## config.mk

```make
export PLATFORM = sky130hd
export DESIGN_NAME = reg_word_assembler
export DESIGN_NICKNAME = d
export VERILOG_FILES = /design/src/rtl/reg_word_assembler.sv
export SDC_FILE = /design/constraint.sdc
export NUM_CORES = 1
export LEC_CHECK = 0
export ABC_AREA = 1
export CORE_ASPECT_RATIO = 1.25
export CORE_MARGIN = 10
export CORE_UTILIZATION = 37
export CTS_CLUSTER_SIZE = 24
export DETAILED_ROUTE_END_ITERATION = 10
export HOLD_SLACK_MARGIN = 0.06
export SYNTH_ARGS = -nofsm -noshare
export SYNTH_HDL_FRONTEND = slang
export SYNTH_SLANG_ARGS = --single-unit
```

## constraint.sdc

```tcl
create_clock -name clk -period 1.8 [get_ports clk]
set_clock_uncertainty 0.05 [all_clocks]
set_input_delay 0.36 -clock clk [delete_from_list [all_inputs] [get_ports clk]]
set_output_delay 0.36 -clock clk [all_outputs]
set_load 0.03 [all_outputs]
```

## src/rtl/reg_word_assembler.sv

```systemverilog
// rtl/reg_word_assembler.sv - byte strobes to 16-bit register write/read transactions
module reg_word_assembler #(
   parameter int RD_TIMEOUT = 15
) (
   input  logic        clk,
   input  logic        reset_n_i,
   input  logic        write_strobe_i,
   input  logic        read_strobe_i,
   input  logic [3:0]  reg_num_i,
   input  logic        bytesel_i,
   input  logic [7:0]  bytedata_i,
   output logic        reg_wr_o,
   output logic [3:0]  reg_wr_num_o,
   output logic [15:0] reg_wr_data_o,
   output logic        reg_rd_req_o,
   output logic [3:0]  reg_rd_num_o,
   input  logic [15:0] reg_rd_data_i,
   input  logic        reg_rd_ack_i,
   output logic [7:0]  bus_data_o,
   output logic        overrun_o
);

   typedef enum logic [1:0] {IDLE, RD_WAIT, FLUSH} state_t;

   state_t      state_q, state_d;
   logic        reg_wr_q, reg_wr_d;
   logic [3:0]  wr_num_q, wr_num_d;
   logic [15:0] wr_data_q, wr_data_d;
   logic        rd_req_q, rd_req_d;
   logic [3:0]  rd_num_q, rd_num_d;
   logic [7:0]  hold_q, hold_d;
   logic [15:0] snap_q, snap_d;
   logic        sel_q, sel_d;
   logic [7:0]  tmo_q, tmo_d;
   logic        pend_v_q, pend_v_d;
   logic [3:0]  pend_num_q, pend_num_d;
   logic [15:0] pend_data_q, pend_data_d;
   logic        ovr_q, ovr_d;

   logic        odd_wr, even_wr, rd_acc;
   logic [15:0] word;

   assign odd_wr  = write_strobe_i & bytesel_i;
   assign even_wr = write_strobe_i & ~bytesel_i;
   // A simultaneous write takes priority; the read is silently dropped.
   assign rd_acc  = read_strobe_i & ~write_strobe_i;
   assign word    = {hold_q, bytedata_i};

   always_comb begin
      state_d     = state_q;
      reg_wr_d    = 1'b0;
      wr_num_d    = wr_num_q;
      wr_data_d   = wr_data_q;
      rd_req_d    = rd_req_q;
      rd_num_d    = rd_num_q;
      hold_d      = hold_q;
      snap_d      = snap_q;
      sel_d       = sel_q;
      tmo_d       = tmo_q;
      pend_v_d    = pend_v_q;
      pend_num_d  = pend_num_q;
      pend_data_d = pend_data_q;
      ovr_d       = ovr_q;

      if (even_wr) hold_d = bytedata_i;

      case (state_q)
         IDLE: begin
            if (odd_wr) begin
               reg_wr_d  = 1'b1;
               wr_num_d  = reg_num_i;
               wr_data_d = word;
            end else if (rd_acc) begin
               if (!bytesel_i) begin
                  rd_num_d = reg_num_i;
                  rd_req_d = 1'b1;
                  tmo_d    = 8'(RD_TIMEOUT);
                  sel_d    = 1'b0;
                  state_d  = RD_WAIT;
               end else begin
                  sel_d = 1'b1;
               end
            end
         end
         RD_WAIT: begin
            if (odd_wr) begin
               if (pend_v_q) begin
                  ovr_d = 1'b1;
               end else begin
                  pend_v_d    = 1'b1;
                  pend_num_d  = reg_num_i;
                  pend_data_d = word;
               end
            end
            if (rd_acc) ovr_d = 1'b1;
            // Ack beats a simultaneous timeout; the counter expires on its last request cycle.
            if (reg_rd_ack_i || tmo_q <= 8'd1) begin
               snap_d   = reg_rd_ack_i ? reg_rd_data_i : 16'hFFFF;
               rd_req_d = 1'b0;
               state_d  = pend_v_d ? FLUSH : IDLE;
            end else begin
               tmo_d = tmo_q - 8'd1;
            end
         end
         FLUSH: begin
            reg_wr_d  = 1'b1;
            wr_num_d  = pend_num_q;
            wr_data_d = pend_data_q;
            pend_v_d  = 1'b0;
            state_d   = IDLE;
            if (odd_wr) begin
               pend_v_d    = 1'b1;
               pend_num_d  = reg_num_i;
               pend_data_d = word;
               state_d     = FLUSH;
            end else if (rd_acc) begin
               if (!bytesel_i) begin
                  rd_num_d = reg_num_i;
                  rd_req_d = 1'b1;
                  tmo_d    = 8'(RD_TIMEOUT);
                  sel_d    = 1'b0;
                  state_d  = RD_WAIT;
               end else begin
                  sel_d = 1'b1;
               end
            end
         end
         default: state_d = IDLE;
      endcase
   end

   always_ff @(posedge clk) begin
      if (!reset_n_i) begin
         state_q     <= IDLE;
         reg_wr_q    <= 1'b0;
         wr_num_q    <= '0;
         wr_data_q   <= '0;
         rd_req_q    <= 1'b0;
         rd_num_q    <= '0;
         hold_q      <= '0;
         snap_q      <= '0;
         sel_q       <= 1'b0;
         tmo_q       <= '0;
         pend_v_q    <= 1'b0;
         pend_num_q  <= '0;
         pend_data_q <= '0;
         ovr_q       <= 1'b0;
      end else begin
         state_q     <= state_d;
         reg_wr_q    <= reg_wr_d;
         wr_num_q    <= wr_num_d;
         wr_data_q   <= wr_data_d;
         rd_req_q    <= rd_req_d;
         rd_num_q    <= rd_num_d;
         hold_q      <= hold_d;
         snap_q      <= snap_d;
         sel_q       <= sel_d;
         tmo_q       <= tmo_d;
         pend_v_q    <= pend_v_d;
         pend_num_q  <= pend_num_d;
         pend_data_q <= pend_data_d;
         ovr_q       <= ovr_d;
      end
   end

   assign reg_wr_o      = reg_wr_q;
   assign reg_wr_num_o  = wr_num_q;
   assign reg_wr_data_o = wr_data_q;
   assign reg_rd_req_o  = rd_req_q;
   assign reg_rd_num_o  = rd_num_q;
   assign bus_data_o    = sel_q ? snap_q[7:0] : snap_q[15:8];
   assign overrun_o     = ovr_q;

endmodule

```

Yosys cells after proc, flatten, opt, wreduce, memory -nomap -nowiden
Cells that the tools add are included.
W data, S select, Z words.
{ "totals": {"ff_bits": 83, "in_bits": 34, "output_inout_bits": 35, "word_cells": 93} }
{ "classes": {"add_sub_neg": 1, "n_lt_le_gt_ge": 1, "n_bitwise": 6, "n_reduce_logical": 17, "eq_ne": 14, "n_mux": 40} }
{ "op_table": {"columns": ["operator", "n"], "rows": [
  ["$mux W16", 4],
  ["$pmux W16 S2", 2],
  ["$mux W8", 5],
  ["$ne A2 B2 Y1 const B", 11],
  ["$pmux W4 S2", 2],
  ["$pmux W8 S2", 1],
  ["$mux W1", 13],
  ["$mux W2", 6],
  ["$mux W4", 3],
  ["$reduce_and A4 Y1", 3],
  ["$reduce_and A5 Y1", 2],
  ["$reduce_bool A2 Y1", 5],
  ["$le A8 B1 Y1 const B", 1],
  ["$sub A8 B1 Y8 const B", 1],
  ["$pmux W1 S2", 3],
  ["$pmux W2 S3", 1],
  ["$reduce_and A3 Y1", 2],
  ["$reduce_and A2 Y1", 2],
  ["$and A1 B1 Y1", 3],
  ["$not A1 Y1", 3],
  ["$eq A2 B1 Y1 const B", 1],
  ["$eq A2 B2 Y1 const B", 1],
  ["$logic_not A2 Y1", 1],
  ["$ne A2 B1 Y1 const B", 1],
  ["2 further kinds", 2]
]} }

Depth between registers and ports, before layout
{ "depth": {"word_depth": 6, "ltp_mapped": 10, "ltp_nobuf": 10} }

Least setup slack after synthesis
OpenSTA, ideal clock, no wires.
{ "synth_timing": {"path_type": "reg-to-output", "start": "register sel_q", "end": "output port bus_data_o[5]", "t_required_ps": 1390, "path_slack_ps": 149, "stages_incl_launch_ff": 3, "n_path_buf": 1, "t_arrival_ps": 1241, "cell_sequence": "dfxtp_1 -> clkbuf_1 -> o21ai_0"} }
{ "synth_between": {"elab_chain_cells": 1} }
{ "synth_rtl": {"columns": ["element", "line_no", "text"], "rows": [
  ["start, declared", "33", "logic sel_q, sel_d;"],
  ["start signal, assigned", "157", "sel_q <= sel_d;"],
  ["$mux W8", "171", "assign bus_data_o = sel_q ? snap_q[7:0] : snap_q[15:8];"],
  ["end, declared", "19", "output logic [7:0] bus_data_o,"]
]} }
Every way passes these cells.

Worst setup path in the final report
{ "layout_timing": {"start": "register wr_num_q[3], in the netlist reg_wr_num_o[3]", "end": "output port reg_wr_num_o[3]"} }
{ "layout_lines": {"columns": ["element", "line_no", "text"], "rows": [
  ["start, declared", "27", "logic [3:0] wr_num_q, wr_num_d;"],
  ["start signal, assigned", "151", "wr_num_q <= wr_num_d;"],
  ["end, declared", "13", "output logic [3:0] reg_wr_num_o,"]
]} }
No word-level cell between the ends.

==> results by group <==
Power and ir drop
  • Cell internal pwr: between 3000 and 4000 uW
  • Power per cell area: 1010 nW/um^2
  • Switching fraction of total power: 0.257
  • Max VDD drop: between 500 and 600 uV
  • Pleak: between 0.002 and 0.0025 uW
  • Clock power share: 0.432
  • Sw Pwr: 1250 uW
  • Seq pwr share: 0.411
  • Gate power share: 0.157

GRT
  • Met3 Use GR: 0.0337
  • GRT Overall Usage: 0.138
  • Global-route met1 utilization: 0.161
  • Initial antenna violation count: 0
  • Vias in the first global route: around 3,300
  • Largest net degree at the start of global routing: roughly 40
  • Grt peak-use layer: met2
  • Global-route wire length before repair: roughly 16 mm
  • Routing usage on met2: 0.230
  • Total gr overflow: 0

Critical path
  • Worst r2r src: state_q[1]$_SDFFE_PN0P_
  • Worst Path Arrival: 1.35 ns
  • Buffers & Inverters on Critical Path: 1
  • WP data required: roughly 1.4 ns
  • CP Class: reg -> out
  • R2R setup slack: approximately 0.15 ns
  • R2r worst-path depth: 7
  • Largest delay share family, worst path: buffers and inverters
  • FF-to-FF End: reg_rd_req_o$_SDFFE_PN0P_
  • CP Launch Type: flip-flop
  • Critical Path Max Stage Delay: roughly 0.69 ns
  • Crit path max fanout: 2
  • Worst path slowest cell: clkdlybuf4s50_1
  • CP cell instances: clkdlybuf4s50_1
  • Crit. End Element: output port

STA
  • Max Slew Vio Count: 0
  • Slew HR: 0.675
  • Setup violations, final: 0
  • PnR worst setup slack: between 0.03 and 0.04 ns
  • Final worst-path cycle share: 0.979
  • Minimum clock period: between 1.5 and 2 ns
  • WHS: roughly 0.37 ns
  • Slew @ Worst Pin: around 0.49 ns
  • Final Hold Fails: 0
  • Setup tns final: 0 ns
  • Max Fclk: 568 MHz

Die
  • Die X: 107 um
  • FP Rows: 39
  • Core area: roughly 9200 um^2
  • Die Span Y: ~130 um
  • Io pins: slightly below 70
  • DIE AREA: 13,800 um^2
  • Initial Util: 0.382

Routing
  • Routed vias/inst: between 4 and 5
  • Routed WL: around 9.7 mm
  • Post-DR wirelength/cell: roughly 14 um
  • Vias: roughly 3,400
  • Starting DRT DRC Count: between 150 and 200
  • Drt pass-1 iters: 4
  • Drt drc: 0
  • Final antenna-violating net count: 0

Worst hold path
  • Worst Hold Depth: 3
  • Hold Startpoint: reset_n_i
  • Hold Path Class: in -> reg
  • Worst Hold Endpoint: pend_data_q[15]$_SDFFE_PN0P_

Logic synthesis
  • Distinct cells, synth: 25
  • Post-Synthesis Cells: between 400 and 500
  • Post-Syn Area: approximately 3500 um^2
  • Post-synthesis register bit count: 83
  • Syn nets: 517
  • Yosys warning count: 0
  • Sequential share of the synthesized area: 0.472
  • Mean Syn Cell Area: roughly 7.4 um^2

Final layout
  • Final std cells w/o fill: 681
  • Fillers: 892
  • Fin util: 0.524
  • Most frequent cells in the layout: nand2_1 (95), dfxtp_1 (82), o21ai_0 (67)
  • Commonest non-fill, non-tap cell in the layout: nand2_1
  • Synth-to-Final Area Change: 37.4%
  • Layout cells sized above 1: 0.118
  • Layout Nets: around 590
  • Antenna cells: 0

Outcome
  • Status: completed

Clock tree
  • Root buffer cell: clkbuf_16
  • CTS sink cnt: 83
  • Worst-Skew Late Latency: between 0.3 and 0.4 ns
  • Depth of the CTS H-tree: 3
  • CTS Buf Count: 9
  • CTS tree: yes
  • Clk buf depth: 2
  • Reg clk slew, reported paths: around 0.06 ns

Place
  • Worst slack, placed: -0.0853 ns
  • DP Wirelength: roughly 7 mm
  • IO Port Bufs: 68
  • Placed Cells incl. Taps: ~660
  • Routability congestion estimate: ~0.9

Job
  • Max-cap violation count: 0
==> final cells by class <==
type                    count  area (um^2)  area share
well taps                 123          154      0.0318
inverters                  47          180      0.0372
clock buffers              10          229      0.0473
flip-flops and latches     83         1660       0.344
multi-input cells         321         1600       0.331
clock inverters             6          111      0.0230
repair buffers             91          900       0.186
==> cells by family (layout without fill, tap and decap cells) <==
logic type / Yosys count / after routing / share of synthesized area
and+or+nand+nor: 159 / 159 / 0.186
adders and majority gates: 7 / 7 / 0.0249
DFF: 83 / 83 / 0.472
xor gates and xnor gates: 1 / 1 / 0.00249
AOI/OAI and AO/OA: 154 / 154 / 0.231
buffers and inverters: 72 / 154 / 0.0842
==> repair_timing <==
| item | in CTS | in global routing |
|---|---|---|
| buffers inserted | 0 | 1 |
| gates resized for setup | 4 | 21 |
| endpoints found under the setup margin | 4 | 43 |
| hold buffers | 0 | 0 |
| pin swaps | 0 | 2 |
==> how the worst max path moves through the flow <==
| stage | end | from | depth (start not counted) | slack (ns) |
|---|---|---|---|---|
| after floorplan | bus_data_o[5] | sel_q$_SDFFE_PN0P_ | 2 | 0.15 |
| after global placement | state_q[0]$_SDFFE_PN0P_ | bytesel_i | 7 | -0.07 |
| after detailed placement | state_q[0]$_SDFFE_PN0P_ | bytesel_i | 7 | -0.09 |
| after CTS | reg_wr_data_o[10] | reg_wr_data_o[10]$_SDFFE_PN0P_ | 1 | 0.002 |
| after global routing | reg_rd_req_o$_SDFFE_PN0P_ | state_q[1]$_SDFFE_PN0P_ | 7 | -0.01 |
| final | reg_wr_num_o[3] | reg_wr_num_o[3]$_SDFFE_PN0P_ | 1 | 0.04 |
==> stage by stage <==
| step | total power (uW) | area, um^2 |
|---|---|---|
| global placement | 2800 | 4430 |
| detailed placement | 2810 | 4430 |
| finish | 4880 | 4840 |
| global route | 5090 | 4840 |
| CTS | 4930 | 4760 |
| floorplan | 2490 | 3520 |
==> synth_stat cells <==
master / instances / area (um^2)
a211oi_1: 1 / 7.51
a21oi_1: 50 / 250
a21oi_2: 2 / 17.5
a31oi_1: 20 / 125
buf_2: 5 / 25.0
buf_4: 5 / 37.5
clkbuf_1: 14 / 52.6
clkbuf_2: 1 / 5.00
dfxtp_1: 83 / 1660
ha_1: 7 / 87.6
inv_1: 42 / 158
inv_2: 5 / 18.8
nand2_1: 95 / 357
nand2_2: 2 / 12.5
nand3_1: 13 / 65.1
nand4_1: 3 / 18.8
nor2_1: 41 / 154
nor2_2: 1 / 6.26
nor2_4: 1 / 11.3
nor2_8: 1 / 20.0
nor3_1: 2 / 10.0
o21ai_0: 70 / 350
o21ai_1: 10 / 50.1
o21bai_2: 1 / 11.3
xnor2_1: 1 / 8.76
==> worst reg2reg max path: cells and delay by family, from the launching register on <==
| kind | cells | cell delay, ns |
|---|---|---|
| adders and majority gates | 1 | 0.21 |
| DFF | 1 | 0.38 |
| buffers and inverters | 2 | 0.34 |
| and+or+nand+nor | 2 | 0.28 |
| AOI/OAI and AO/OA | 2 | 0.34 |
==> state kept, by name (all words and copies together) (netlist names) <==
register       count
pend_data_q       16
reg_wr_data_o     16
snap_q            16
hold_q             8
tmo_q              8
pend_num_q         4
reg_rd_num_o       4
reg_wr_num_o       4
state_q            2
overrun_o          1
pend_v_q           1
reg_rd_req_o       1
reg_wr_o           1
sel_q              1
==> routing by layer <==
| metal | wire (um) | part of all wire |
|---|---|---|
| met5 | 0 | 0 |
| met4 | 175 | 0.018 |
| met3 | 513 | 0.053 |
| met2 | 4820 | 0.50 |
| met1 | 4160 | 0.43 |
==> power groups by stage <==
| stage | clock (uW) | sequential [uW] | combinational (uW) |
|---|---|---|---|
| global route | 2230 | 2020 | 845 |
| global placement | 0 | 2050 | 759 |
| detailed placement | 0 | 2050 | 767 |
| finish | 2110 | 2010 | 767 |
| floorplan | 0 | 2140 | 348 |
| CTS | 2150 | 2010 | 767 |
(Power assumes the default switching activity.)
